### config.mk
export PLATFORM = sky130hd
export DESIGN_NAME = fifo_rd_ctrl
export DESIGN_NICKNAME = d
export VERILOG_FILES = /design/src/rtl/fifo_rd_ctrl_pkg.sv /design/src/rtl/fifo_rd_ctrl_skid_buf.sv /design/src/rtl/fifo_rd_ctrl.sv
export SDC_FILE = /design/constraint.sdc
export NUM_CORES = 1
export LEC_CHECK = 0
export ABC_CLOCK_PERIOD_IN_PS = 3000
export CORE_MARGIN = 2
export CORE_UTILIZATION = 35
export CTS_CLUSTER_DIAMETER = 60
export DETAILED_ROUTE_END_ITERATION = 8
export PLACE_DENSITY = 0.63
export SYNTH_ARGS = -nofsm -noshare
export SYNTH_HDL_FRONTEND = slang
export SYNTH_SLANG_ARGS = --single-unit
### constraint.sdc
create_clock -name clk -period 3 [get_ports clk]
set_input_delay 0.6 -clock clk [delete_from_list [all_inputs] [get_ports clk]]
set_output_delay 0.6 -clock clk [all_outputs]
set_load 0.02 [all_outputs]
### src/rtl/fifo_rd_ctrl_pkg.sv
// Shared types and constants for the FIFO read-side controller.
package fifo_rd_ctrl_pkg;

    typedef enum logic [1:0] {RD_IDLE, RD_RUN, RD_DRAIN, RD_DONE} rd_state_e;

    localparam int unsigned FIFO_RD_LATENCY = 1;
    localparam int unsigned SKID_DEPTH      = 2;
    localparam int unsigned SKID_CNT_W      = $clog2(SKID_DEPTH + 1);
    localparam int unsigned STAT_W          = 16;

    // Saturating increment for the statistics counters.
    function automatic logic [STAT_W-1:0] sat_inc(input logic [STAT_W-1:0] v);
        return (v == '1) ? v : v + STAT_W'(1);
    endfunction

endpackage

### src/rtl/fifo_rd_ctrl_skid_buf.sv
// Two-entry FIFO-ordered skid buffer with a valid/ready pop side.
module fifo_skid_buf
    import fifo_rd_ctrl_pkg::*;
#(
    parameter int unsigned WIDTH = 16
) (
    input  logic                  clk,
    input  logic                  rst_n,
    input  logic                  wr_en,
    input  logic [WIDTH-1:0]      wr_data,
    input  logic                  rd_ready,
    output logic                  rd_valid,
    output logic [WIDTH-1:0]      rd_data,
    output logic [SKID_CNT_W-1:0] count
);

    logic [WIDTH-1:0]      mem_q [SKID_DEPTH];
    logic                  wr_ptr_q;
    logic                  rd_ptr_q;
    logic [SKID_CNT_W-1:0] count_q;
    logic                  pop;

    assign rd_valid = (count_q != '0);
    assign rd_data  = mem_q[rd_ptr_q];
    assign count    = count_q;
    assign pop      = rd_valid && rd_ready;

    // When full, a write lands on the slot being popped in the same cycle.
    always_ff @(posedge clk) begin
        if (!rst_n) begin
            for (int i = 0; i < SKID_DEPTH; i++) begin
                mem_q[i] <= '0;
            end
            wr_ptr_q <= 1'b0;
            rd_ptr_q <= 1'b0;
            count_q  <= '0;
        end else begin
            if (wr_en) begin
                mem_q[wr_ptr_q] <= wr_data;
                wr_ptr_q        <= ~wr_ptr_q;
            end
            if (pop) begin
                rd_ptr_q <= ~rd_ptr_q;
            end
            count_q <= count_q + SKID_CNT_W'(wr_en) - SKID_CNT_W'(pop);
        end
    end

endmodule

### src/rtl/fifo_rd_ctrl.sv
// Read-side FIFO controller: drains a programmed burst into a valid/ready stream.
// Optional statistics counters are built when FIFO_RD_STATS_EN is defined.
module fifo_rd_ctrl
    import fifo_rd_ctrl_pkg::*;
#(
    parameter int unsigned FIFO_WIDTH = 16,
    parameter int unsigned LEN_W      = 8
) (
    input  logic                  clk,
    input  logic                  rst_n,
    input  logic                  start,
    input  logic [LEN_W-1:0]      burst_len,
    output logic                  busy,
    output logic                  done,
    output logic                  fifo_rd_en,
    input  logic                  fifo_empty,
    input  logic                  fifo_underflow,
    input  logic [FIFO_WIDTH-1:0] fifo_data_out,
    output logic                  m_valid,
    output logic [FIFO_WIDTH-1:0] m_data,
    input  logic                  m_ready,
    output logic                  err_underflow,
    output logic [STAT_W-1:0]     stall_cnt,
    output logic [STAT_W-1:0]     empty_wait_cnt
);

    localparam int unsigned CREDIT_W = SKID_CNT_W + 1;

    rd_state_e             state_q, state_d;
    logic [LEN_W-1:0]      len_q;
    logic [LEN_W-1:0]      issued_q;
    logic [LEN_W-1:0]      delivered_q;
    logic                  inflight_q;
    logic                  err_q;
    logic                  busy_q;
    logic                  done_q;
    logic [SKID_CNT_W-1:0] buf_count;
    logic [CREDIT_W-1:0]   credit_used;
    logic                  buf_wr;
    logic                  uf_drop;
    logic                  pop;

    assign credit_used = CREDIT_W'(buf_count) + CREDIT_W'(inflight_q);
    assign fifo_rd_en  = (state_q == RD_RUN) && !fifo_empty && (issued_q < len_q)
                         && (credit_used < CREDIT_W'(SKID_DEPTH));
    assign buf_wr      = inflight_q && !fifo_underflow;
    assign uf_drop     = inflight_q && fifo_underflow;
    assign pop         = m_valid && m_ready;

    assign busy          = busy_q;
    assign done          = done_q;
    assign err_underflow = err_q;

    fifo_skid_buf #(
        .WIDTH (FIFO_WIDTH)
    ) u_skid (
        .clk      (clk),
        .rst_n    (rst_n),
        .wr_en    (buf_wr),
        .wr_data  (fifo_data_out),
        .rd_ready (m_ready),
        .rd_valid (m_valid),
        .rd_data  (m_data),
        .count    (buf_count)
    );

    always_ff @(posedge clk) begin
        if (!rst_n) begin
            state_q <= RD_IDLE;
        end else begin
            state_q <= state_d;
        end
    end

    // RUN waits for the last read to resolve, since an underflow there re-opens issue.
    always_comb begin
        state_d = state_q;
        case (state_q)
            RD_IDLE: begin
                if (start) begin
                    state_d = (burst_len == '0) ? RD_DONE : RD_RUN;
                end
            end
            RD_RUN: begin
                if ((issued_q == len_q) && !inflight_q) begin
                    state_d = RD_DRAIN;
                end
            end
            RD_DRAIN: begin
                if (delivered_q == len_q) begin
                    state_d = RD_DONE;
                end
            end
            RD_DONE: state_d = RD_IDLE;
            default: state_d = RD_IDLE;
        endcase
    end

    always_ff @(posedge clk) begin
        if (!rst_n) begin
            len_q       <= '0;
            issued_q    <= '0;
            delivered_q <= '0;
            inflight_q  <= 1'b0;
            err_q       <= 1'b0;
            busy_q      <= 1'b0;
            done_q      <= 1'b0;
        end else begin
            inflight_q <= fifo_rd_en;
            busy_q     <= (state_d != RD_IDLE);
            done_q     <= (state_d == RD_DONE);
            if (uf_drop) begin
                err_q <= 1'b1;
            end
            if ((state_q == RD_IDLE) && start) begin
                len_q       <= burst_len;
                issued_q    <= '0;
                delivered_q <= '0;
            end else begin
                issued_q <= issued_q + LEN_W'(fifo_rd_en) - LEN_W'(uf_drop);
                if (pop) begin
                    delivered_q <= delivered_q + LEN_W'(1);
                end
            end
        end
    end

`ifdef FIFO_RD_STATS_EN
    logic [STAT_W-1:0] stall_q;
    logic [STAT_W-1:0] ewait_q;

    always_ff @(posedge clk) begin
        if (!rst_n) begin
            stall_q <= '0;
            ewait_q <= '0;
        end else begin
            if (m_valid && !m_ready) begin
                stall_q <= sat_inc(stall_q);
            end
            if ((state_q == RD_RUN) && fifo_empty && (issued_q < len_q)) begin
                ewait_q <= sat_inc(ewait_q);
            end
        end
    end

    assign stall_cnt      = stall_q;
    assign empty_wait_cnt = ewait_q;
`else
    assign stall_cnt      = '0;
    assign empty_wait_cnt = '0;
`endif

endmodule

==> results.json <==
{
  "drive_gt1_share_pct": 12.1,
  "synthFlopType": "dfxtp_1",
  "final_util_pct": 43.8,
  "synthToLayoutAreaGrowth_pct": 21.2,
  "critPathKind": "reg -> out",
  "period_share_pct": 94.6,
  "rows": 36,
  "ys_types": 41,
  "hp-start": "err_underflow",
  "ioPinCount": 83,
  "antenna_found_initial": 0,
  "cp.required_ns": 2.40,
  "n_antenna_cell": 0,
  "grt_usage_pct": 12.6,
  "maxSlewViolCount": 0,
  "synth-async-reset-ratio_pct": 0,
  "setup_violations": 0,
  "cts.sinks": 67,
  "timing.rr.start": "len_q[1]",
  "dr_total_vias": 2332,
  "cts_inserted_buffers": 9,
  "portBuffers": 50,
  "fillers": 1012,
  "yosys.area.top_type": "edfxtp_1",
  "fin_crit_ns": 2.84,
  "yosysWarnings": 0,
  "status": "finished, final reports clean",
  "gp_congestion": 0.830,
  "finalHoldViolCount": 0,
  "clock_latency_ns": 0.34,
  "routedWlPerCell_um": 12.4,
  "postRouteAntennaNets": 0,
  "clk_pin_slew_ns": 0.07,
  "hold_class": "reg -> reg",
  "vias_per_cell": 4.33,
  "grt_pass1_vias": 2246,
  "peakVddDrop_v": 0.000515,
  "worstPathArrival_ns": 2.24,
  "start_util_pct": 36.2,
  "dr.pass1.iters": 4,
  "synth_edf_count": 32,
  "netlist_area_um2": 3550,
  "worst_setup_path_start_kind": "flop",
  "root_buffer": "clkbuf_8",
  "grt_overflow": 0,
  "fin_nets": 451,
  "cp-end-kind": "primary output",
  "synth_area_per_cell_um2": 10.3,
  "post-dp-hpwl_mm": 5.00,
  "die_y_um": 105,
  "hold_buffers": 0,
  "slew-limit-headroom_pct": 61.6,
  "cts_tree": "done",
  "routed_wirelength_mm": 6.66,
  "ys_ff_latch": 67,
  "tns_ns": 0,
  "cp_max_fo": 3,
  "synth_top_area_share_pct": 27.1,
  "drt_iter0_markers": 99,
  "grt_pass1_wl_mm": 10.9,
  "cts.path.max_buffers": 2,
  "chipWidth_um": 105,
  "maxCapViolCount": 0,
  "fmax_mhz": 352,
  "totalPowerFinal_w": 0.00296,
  "tightest_slew_ns": 0.575,
  "power_leakage_nw": 1.73,
  "power.density_nw_per_um2": 687,
  "synth_commonest_cells": "and2_1 (38), dfxtp_1 (35), buf_4 (33), edfxtp_1 (32), nand2_1 (28)",
  "grt_max_degree": 17,
  "die-area_um2": 11000,
  "synth_area_leaders": "edfxtp_1 (27%), dfxtp_1 (20%), buf_4 (7.0%)",
  "synth.most_common_cell": "and2_1",
  "skew_ns": 0.00838,
  "core_um2": 9820,
  "netlist_instances": 344,
  "ctsHtreeMaxLevel": 3,
  "startpoint": "len_q[1]",
  "drc_errors": 0,
  "ys_seq_area_share_pct": 46.8
}
## stage by stage
stage	cells	setup WS [ns]	instance area, µm²	hold slack (ns)
after floorplan	375	0.104	3670	0.468
after global placement	522	0.0433	4100	0.451
after detailed placement	522	-0.0455	4100	0.452
after CTS	538	0.0698	4290	0.468
after global routing	539	-0.0156	4310	0.482
final	539	0.162	4310	0.462
## cell usage in the layout, fill, tap and decap left out, types with 2 or more instances in the layout
| cell type | n |
|---|---|
| clkdlybuf4s50_1 | 49 |
| and2_1 | 38 |
| dfxtp_1 | 33 |
| conb_1 | 32 |
| edfxtp_1 | 32 |
| nand2_1 | 28 |
| inv_1 | 21 |
| nor2_1 | 20 |
| ha_1 | 18 |
| mux2_2 | 16 |
| xnor2_1 | 12 |
| xor2_1 | 11 |
| clkbuf_8 | 9 |
| buf_4 | 9 |
| o21a_1 | 8 |
| a21boi_0 | 8 |
| a21oi_1 | 6 |
| nor3_1 | 6 |
| nor2b_1 | 5 |
| nand4_1 | 5 |
| and3_1 | 4 |
| clkinvlp_4 | 3 |
| nor2b_4 | 2 |
| o21ai_1 | 2 |
| o31a_1 | 2 |
| o21ai_0 | 2 |
| nor4b_1 | 2 |
| dfxtp_2 | 2 |
## registers in the layout, indices dropped and copies added, names as in the netlist, named ones only
register,count
inflight_q,1
u_skid.mem_q,32
delivered_q,8
err_underflow,1
done,1
busy,1
u_skid.wr_ptr_q,1
u_skid.rd_ptr_q,1
u_skid.count,2
state_q,2
len_q,8
issued_q,8
## power breakdown
group          internal (W)  leakage, nW  switching, W
sequential          0.00106        0.616     0.0000703
combinational      0.000533         1.03      0.000565
clock              0.000383       0.0885      0.000347
## worst max-delay path: stages, from the launching register on
cell and delay [ns]:
dfxtp_2 0.35, inv_1 0.04, ha_1 0.29, nor2b_1 0.13, o21a_1 0.16, o21ai_1 0.12, a21oi_1 0.10, nor3_2 0.23
buf_4 0.14, dlygate4sd2_1 0.32
## per-layer routing
layer	track usage, %	wire (µm)
met1	15.1	3040
met4	2.86	53
met3	4.24	314
met5	0	0
met2	21.8	3250
## cell type report
cell class	instances	area, µm²	share of cell area (%)
multi-input combinational	243	1640	38.0
clock inverter	6	66.3	1.54
sequential	67	1660	38.7
timing repair buffer	59	567	13.2
clock buffer	10	128	2.96
inverter	21	78.8	1.83
tap	133	166	3.87
## logic make-up (layout without fill, tap and decap cells)
group / Yosys count / count (layout) / synth area share (%)
AND/OR/NAND/NOR: 118 / 118 / 17.8
XOR/XNOR: 23 / 23 / 5.67
adder cells (fa/ha/maj): 20 / 20 / 7.26
multiplexers: 17 / 17 / 5.35
flip-flops: 67 / 67 / 46.8
buffers and inverters: 65 / 96 / 10.7
AO/OA/AOI/OAI: 33 / 33 / 6.34
other: 1 / 32 / 0.106
## worst paths after layout
check | depth (start not counted) | slack, ns | end
min | 1 | 0.46 | err_underflow
max | 9 | 0.16 | fifo_rd_en
max reg2reg | 15 | 0.16 | issued_q[6]
min reg2reg | 1 | 0.46 | err_underflow
## timing repair
item                       CTS  global route
gates resized for setup      1             4
buffers inserted             0             1
pin swaps                    0             1
setup endpoints to repair    1             2
gates cloned                 0             0
(Power assumes the default switching activity.)
